$ cat src/rtl/aes_reg_sequencer.sv
// aes_reg_sequencer: moves key/message from the register file into the AES core and writes the result back
module aes_reg_sequencer #(
    parameter logic [4:0] KEY_BASE   = 5'd0,
    parameter logic [4:0] MSG_BASE   = 5'd4,
    parameter logic [4:0] RES_BASE   = 5'd8,
    parameter logic [4:0] START_ADDR = 5'd14,
    parameter logic [4:0] DONE_ADDR  = 5'd15
) (
    input  logic         Clk,
    input  logic         Reset,
    output logic [4:0]   reg_select,
    output logic         reg_ld,
    output logic [31:0]  reg_wdata,
    input  logic [31:0]  reg_rdata,
    output logic [127:0] aes_key,
    output logic [127:0] aes_msg,
    output logic         aes_start,
    input  logic         aes_done,
    input  logic [127:0] aes_result,
    output logic         busy
);
    typedef enum logic [3:0] {IDLE, RD_KEY, RD_MSG, START, WAIT, WR_RES, WR_DONE, DONE, CLR_DONE} state_t;
    state_t        state;
    logic [1:0]    idx;
    logic [127:0]  res_buf;
    // Sequencer state, word counter and data capture; words shift in so word 0 ends up in the top bits
    always_ff @(posedge Clk) begin
        if (Reset) begin
            state   <= IDLE;
            idx     <= 2'd0;
            aes_key <= '0;
            aes_msg <= '0;
            res_buf <= '0;
        end else begin
            idx <= 2'd0;
            case (state)
                IDLE:     if (reg_rdata[0]) state <= RD_KEY;
                RD_KEY: begin
                    idx     <= idx + 2'd1;
                    aes_key <= {aes_key[95:0], reg_rdata};
                    if (idx == 2'd3) state <= RD_MSG;
                end
                RD_MSG: begin
                    idx     <= idx + 2'd1;
                    aes_msg <= {aes_msg[95:0], reg_rdata};
                    if (idx == 2'd3) state <= START;
                end
                START:    state <= WAIT;
                WAIT: if (aes_done) begin
                    res_buf <= aes_result;
                    state   <= WR_RES;
                end
                WR_RES: begin
                    idx <= idx + 2'd1;
                    if (idx == 2'd3) state <= WR_DONE;
                end
                WR_DONE:  state <= DONE;
                DONE:     if (!reg_rdata[0]) state <= CLR_DONE;
                CLR_DONE: state <= IDLE;
                default:  state <= IDLE;
            endcase
        end
    end
    assign busy       = state != IDLE;
    assign aes_start  = state == START;
    assign reg_ld     = state inside {WR_RES, WR_DONE, CLR_DONE};
    assign reg_select = state == RD_KEY ? KEY_BASE + {3'b0, idx} :
                        state == RD_MSG ? MSG_BASE + {3'b0, idx} :
                        state == WR_RES ? RES_BASE + {3'b0, idx} :
                        (state == WR_DONE || state == CLR_DONE) ? DONE_ADDR : START_ADDR;
    assign reg_wdata  = state == WR_RES ? res_buf[{~idx, 5'd0} +: 32] : {31'd0, state == WR_DONE};
endmodule

$ cat config.mk
export PLATFORM = sky130hd
export DESIGN_NAME = aes_reg_sequencer
export DESIGN_NICKNAME = d
export VERILOG_FILES = /design/src/rtl/aes_reg_sequencer.sv
export SDC_FILE = /design/constraint.sdc
export NUM_CORES = 1
export LEC_CHECK = 0
export ABC_AREA = 1
export CORE_MARGIN = 4
export CORE_UTILIZATION = 47
export DETAILED_ROUTE_END_ITERATION = 10
export HOLD_SLACK_MARGIN = 0.06
export PLACE_DENSITY = 0.81
export SLEW_MARGIN = 10
export SYNTH_ARGS = -nofsm -noshare
export SYNTH_HDL_FRONTEND = slang
export SYNTH_SLANG_ARGS = --single-unit
$ cat constraint.sdc
create_clock -name Clk -period 4.3 [get_ports Clk]
set_input_delay 0.86 -clock Clk [delete_from_list [all_inputs] [get_ports Clk]]
set_output_delay 0.86 -clock Clk [all_outputs]
set_load 0.01 [all_outputs]
==> flow_summary.ini, run 1 <==
[critical_path]
path_class = flop to output pin
cp-end-kind = output pin
path_cells = inv_2 -> buf_4 -> a21oi_1 -> o21ai_0 -> a21oi_1 -> clkdlybuf4s50_1
path_depth = 6
crit_path_top_delay_cell = dfxtp_2
worstSetupStartpoint = idx[0]
endpoint = reg_wdata[31]
cp_max_fo = 36
arrival_ns = 2.89
cp_top_family = buffers and inverters
rrSetupSlack_ns = 1.73
critPathMostFrequentCell = a21oi_1
max_stage_delay_ns = 0.62
r2r-start = state[3]
crit_required_ns = 3.44
cp-start-kind = flop
rr_endpoint = aes_msg[0]
worst-path-buf-inv = 3
reg2regPathDepth = 7

[clock_tree]
cts_buffers = 41
clockBufferDepth = 3
holdBufCountCts = 0
cts_resized = 0
cts_tree = yes
root_buffer = clkbuf_16
clk_latency_ns = 0.54
clk_pin_slew_worst_paths_ns = 0.06
post-cts-setup-buffers = 0
h-tree-depth = 2
cts_num_sinks = 390

[logic_synthesis]
syn_nets = 2079
yosys_register_bits = 390
synth_edf_count = 0
postSynthCellCount = 1915
synth_top_flop_cell = dfxtp_1
synth_cell_types = 26
netlist_area_um2 = 14580
yosysSeqAreaShare_pct = 53.57
syn_area_per_cell_um2 = 7.611
yosys_warnings = 0
synthArstFlopShare_pct = 0

[sta]
setup_viol = 0
clock.fmax_mhz = 266.6
setup_tns_ns = 0
rsz0062_at_grt = no
max_slew_margin_pct = 24.72
drv_slew = 0
skew_ns = 0.01930
min_period_over_period_pct = 87.24
final_hold_viol_count = 0
tightest_slew_ns = 1.129
timing.final.crit_period_ns = 3.751

[power]
internal_power_mw = 9.596
power_frac_seq_pct = 37.9
pwr-share-clk_pct = 23.7
ir_drop_uv = 550.9
power.switching_mw = 5.439
pwr-share-comb_pct = 38.4
p_per_area_nw_per_um2 = 732.3
p_leak_nw = 7.394
switching_share_pct = 36.17

[route]
drtAntennaViolNets = 0
avgRoutedWirePerCell_um = 19.83
post_drt_via_cell_ratio = 5.264
drc = 0
vias = 14286
drtPass1Iterations = 5
drt_wl_total_um = 53830
first_iter_violations = 1165

[grt]
grt_pass1_vias = 13817
met1_usage_pct = 33.40
grt_max_degree = 153
grt_overflow = 0
grt_usage_pct = 30.13
grtUsageMet3_pct = 11.88
antenna_found_initial = 9
top_usage_layer = met2
grt_use_met2_pct = 51.67
grt_pass1_wl_um = 79910

[place]
dp_cells = 2638
port_buffers = 457
dp_hpwl_um = 38660
place_congestion = 1.006
dpl_cell_area_um2 = 19160

[finish]
area_delta_synth_final_pct = 40.87
fin_nets = 2449
layout_commonest_cell = nor2_1
layout-drive-gt1-share_pct = 4.233
fin_area_um2 = 20530
fillers = 2530
final_cells = 2714
mostFrequentLayoutCells = 519 x nor2_1, 457 x clkdlybuf4s50_1, 415 x o21ai_0

[floorplanning]
start_util_pct = 47.65
ios = 459
rows = 64
die_x_um = 184.1
die_area_um2 = 33890
fp.dieH_um = 184.1
core_um2 = 30590

[flow_run]
cap_violations = 0

[hold_path]
hp-class = flop to flop

[run_status]
status = completed
==> worst register-to-register path, cell delays in order (launching register included) <==
cell      delay (ns)
dfxtp_1         0.36
nor2_1          0.40
nand2_4         0.12
clkinv_2        0.07
buf_4           0.52
buf_4           0.70
o21ai_0         0.19
a21oi_1         0.15
==> worst min-delay path by stage <==
stage | start | end | slack [ns] | cells past startpoint
after CTS | res_buf[31] | res_buf[31] | 0.44 | 2
final | res_buf[31] | res_buf[31] | 0.44 | 2
after global placement | res_buf[120] | res_buf[120] | 0.43 | 2
after global routing | res_buf[121] | res_buf[121] | 0.46 | 2
after floorplan | res_buf[117] | res_buf[117] | 0.42 | 2
after detailed placement | res_buf[31] | res_buf[31] | 0.43 | 2
==> power by group through the flow <==
stage          logic [mW]  clock network [mW]  registers, mW
2_1_floorplan        2.51                   0           5.94
3_3_place_gp         5.68                   0           5.70
3_5_place_dp         5.75                   0           5.74
4_1_cts              5.79                3.62           5.69
5_1_grt              6.33                3.78           5.84
6_report             5.78                3.57           5.69
==> synthesized netlist by cell type, types with 3 or more instances <==
cell	instances	share of area, %
inv_1	138	3.6
clkbuf_1	92	2.4
clkbuf_2	5	0.17
inv_2	5	0.13
buf_1	5	0.13
buf_4	27	1.4
nor2_1	519	13
dfxtp_1	390	54
nand2_1	20	0.52
buf_2	19	0.65
nand3_1	3	0.10
a21oi_1	225	7.7
nor3_1	4	0.14
o21ai_0	415	14
o21ai_1	33	1.1
==> cell families (layout without fill, tap and decap cells) <==
logic type                 after synthesis  after routing  synth area share (%)
and+or+nand+nor                        555            555                 14.57
other                                    1              4               0.02573
AOI/OAI and AO/OA                      675            675                 23.20
DFF                                    390            390                 53.57
buffers and inverters                  293            693                 8.550
adders and majority gates                1              1               0.08583
==> stage by stage <==
| step | power, mW | utilization (%) | hold slack [ns] | worst slack (ns) |
|---|---|---|---|---|
| after global placement | 11.38 | 62.63 | 0.4286 | 0.7463 |
| final | 15.03 | 67.12 | 0.4389 | 0.5485 |
| after floorplan | 8.449 | - | 0.4205 | 2.238 |
| after global routing | 15.95 | 67.12 | 0.4606 | 0.3512 |
| after detailed placement | 11.49 | 62.63 | 0.4316 | 0.7105 |
| after CTS | 15.10 | 67.09 | 0.4402 | 0.1465 |
==> cell type report <==
class / instances / area, um2 / share of cell area, %
Clock inverter: 11 / 158.9 / 0.7739
Antenna cell: 3 / 7.507 / 0.03656
Tap cell: 396 / 495.5 / 2.413
Inverter: 143 / 548.0 / 2.669
Clock buffer: 62 / 1205 / 5.868
Multi-Input combinational cell: 1232 / 5547 / 27.01
Timing Repair Buffer: 477 / 4762 / 23.19
Sequential cell: 390 / 7809 / 38.03
==> flip-flops by register name, summed over array words and instances (netlist names) <==
| signal | flops |
|---|---|
| idx | 2 |
| aes_key | 128 |
| aes_msg | 128 |
| state | 4 |
| res_buf | 128 |
==> layer usage <==
| metal | wire length, um | share of wire (%) | vias to the layer above |
|---|---|---|---|
| met5 | 60 | 0.11 | - |
| met1 | 19710 | 37 | 6600 |
| met3 | 5779 | 11 | 120 |
| met4 | 2281 | 4.2 | 12 |
| met2 | 25990 | 48 | 593 |
| li1 | - | - | 6961 |
No activity file was read; power rests on OpenSTA's default activity.
==> run 2, diff against run 1 <==
--- a/config.mk
+++ b/config.mk
@@ -6,7 +6,6 @@
 export NUM_CORES = 1
 export LEC_CHECK = 0
 export ABC_AREA = 1
-export CORE_MARGIN = 4
 export CORE_UTILIZATION = 47
 export DETAILED_ROUTE_END_ITERATION = 10
 export HOLD_SLACK_MARGIN = 0.06
==> flow_summary.ini, run 2 (synthesis results as in run 1) <==
[critical_path]
reg2regPathDepth = 6
cp_max_fo = 31
crit_required_ns = 3.44
arrival_ns = 3.00
path_class = flop to output pin
rrSetupSlack_ns = 1.85
r2r-start = state[3]
rr_endpoint = aes_key[68]
cp-start-kind = flop
cp-end-kind = output pin

[place]
dp_hpwl_um = 35220
port_buffers = 457
place_congestion = 0.9227
dpl_cell_area_um2 = 19120

[floorplanning]
rows = 64
start_util_pct = 47.65
ios = 459
fp.dieH_um = 178.1
die_area_um2 = 31720
die_x_um = 178.1
core_um2 = 30590

[sta]
timing.final.crit_period_ns = 3.861
rsz0062_at_grt = no
tightest_slew_ns = 1.212
min_period_over_period_pct = 89.78
drv_slew = 0
max_slew_margin_pct = 19.03
setup_tns_ns = 0
clock.fmax_mhz = 259.0
final_hold_viol_count = 0
setup_viol = 0
skew_ns = 0.01283

[finish]
area_delta_synth_final_pct = 40.25
layout-drive-gt1-share_pct = 3.894
layout_commonest_cell = nor2_1
top_regs = aes_key: 128 flops, aes_msg: 128 flops, res_buf: 128 flops
fin_area_um2 = 20440
fin_nets = 2446
mostFrequentLayoutCells = 519 x nor2_1, 457 x clkdlybuf4s50_1, 415 x o21ai_0
fillers = 2443

[clock_tree]
cts_tree = yes
h-tree-depth = 2
clockBufferDepth = 3
post-cts-setup-buffers = 0
clk_pin_slew_worst_paths_ns = 0.06
root_buffer = clkbuf_16
cts_resized = 0
cts_buffers = 41
holdBufCountCts = 0
clk_latency_ns = 0.53
cts_num_sinks = 390

[grt]
grt_pass1_vias = 13539
antenna_found_initial = 9
grt_pass1_wl_um = 74200
grt_overflow = 0
grt_usage_pct = 30.58
grt_max_degree = 166

[route]
first_iter_violations = 1019
drtAntennaViolNets = 0
vias = 14177
drtPass1Iterations = 5
post_drt_via_cell_ratio = 5.224
drc = 0
avgRoutedWirePerCell_um = 18.77
drt_wl_total_um = 50950

[hold_path]
hold_depth = 2
min_from = res_buf[124]
hold_end = res_buf[124]
hp-class = flop to flop

[power]
ir_drop_uv = 588.3
p_per_area_nw_per_um2 = 726.8
p_leak_nw = 7.344

[run_status]
status = completed

[flow_run]
cap_violations = 0
-- run 2: cell count changes in the layout (fill, tap and decap cells not counted), sizes merged --
cell	previous run	this run
diode	3	7
buf	20	17
inv	143	144
bufinv	3	1
clkinvlp	1	0
clkbuf	62	63
-- run 2: layout make-up --
cell class,instances,area (um2),area share [%]
Tap cell,396,495.5,2.424
Antenna cell,7,17.52,0.08569
Inverter,143,549.3,2.687
Sequential cell,390,7809,38.20
Multi-Input combinational cell,1232,5544,27.12
Timing Repair Buffer,474,4727,23.12
Clock inverter,9,100.1,0.4897
Clock buffer,63,1200,5.870
-- run 2: worst max path at each step --
stage	from	endpoint	slack [ns]	cells past startpoint
global route	state[2]	reg_wdata[21]	0.24	5
finish	state[2]	reg_wdata[31]	0.44	5
detailed placement	state[2]	reg_wdata[24]	1.04	5
CTS	state[2]	reg_wdata[31]	0.48	5
global placement	state[2]	reg_wdata[6]	1.22	5
floorplan	idx[1]	reg_wdata[22]	2.24	6
-- run 2: critical path: stages, from the launching register on --
cell,delay [ns]
dfxtp_1,0.39
inv_2,0.07
nor2_2,0.24
nand2_1,0.74
a21oi_1,0.42
clkdlybuf4s50_1,0.59
-- run 2: routing by layer --
layer	global-route usage (%)	vias up	share of wire [%]
met4	21.55	4	7.1
met2	52.79	578	48
met5	0	-	0.045
li1	-	6944	-
met3	12.32	160	11
met1	29.66	6491	34
-- run 2: per-stage QoR --
step	util [%]	instances	worst slack (ns)	hold WS (ns)	total power, mW
5_1_grt	66.82	2713	0.2444	0.4570	15.69
3_5_place_dp	62.52	2635	1.045	0.4318	11.40
2_1_floorplan	-	1915	2.238	0.4205	8.449
4_1_cts	66.77	2707	0.4765	0.4430	14.87
6_report	66.83	2714	0.4394	0.4421	14.86
3_3_place_gp	62.52	2635	1.222	0.4289	11.28
-- run 2: where the power goes --
part           internal, mW  switching, mW  leakage (nW)
clock                  1.99           1.44         0.639
combinational          2.65           3.12          3.52
sequential             4.81          0.850          3.18
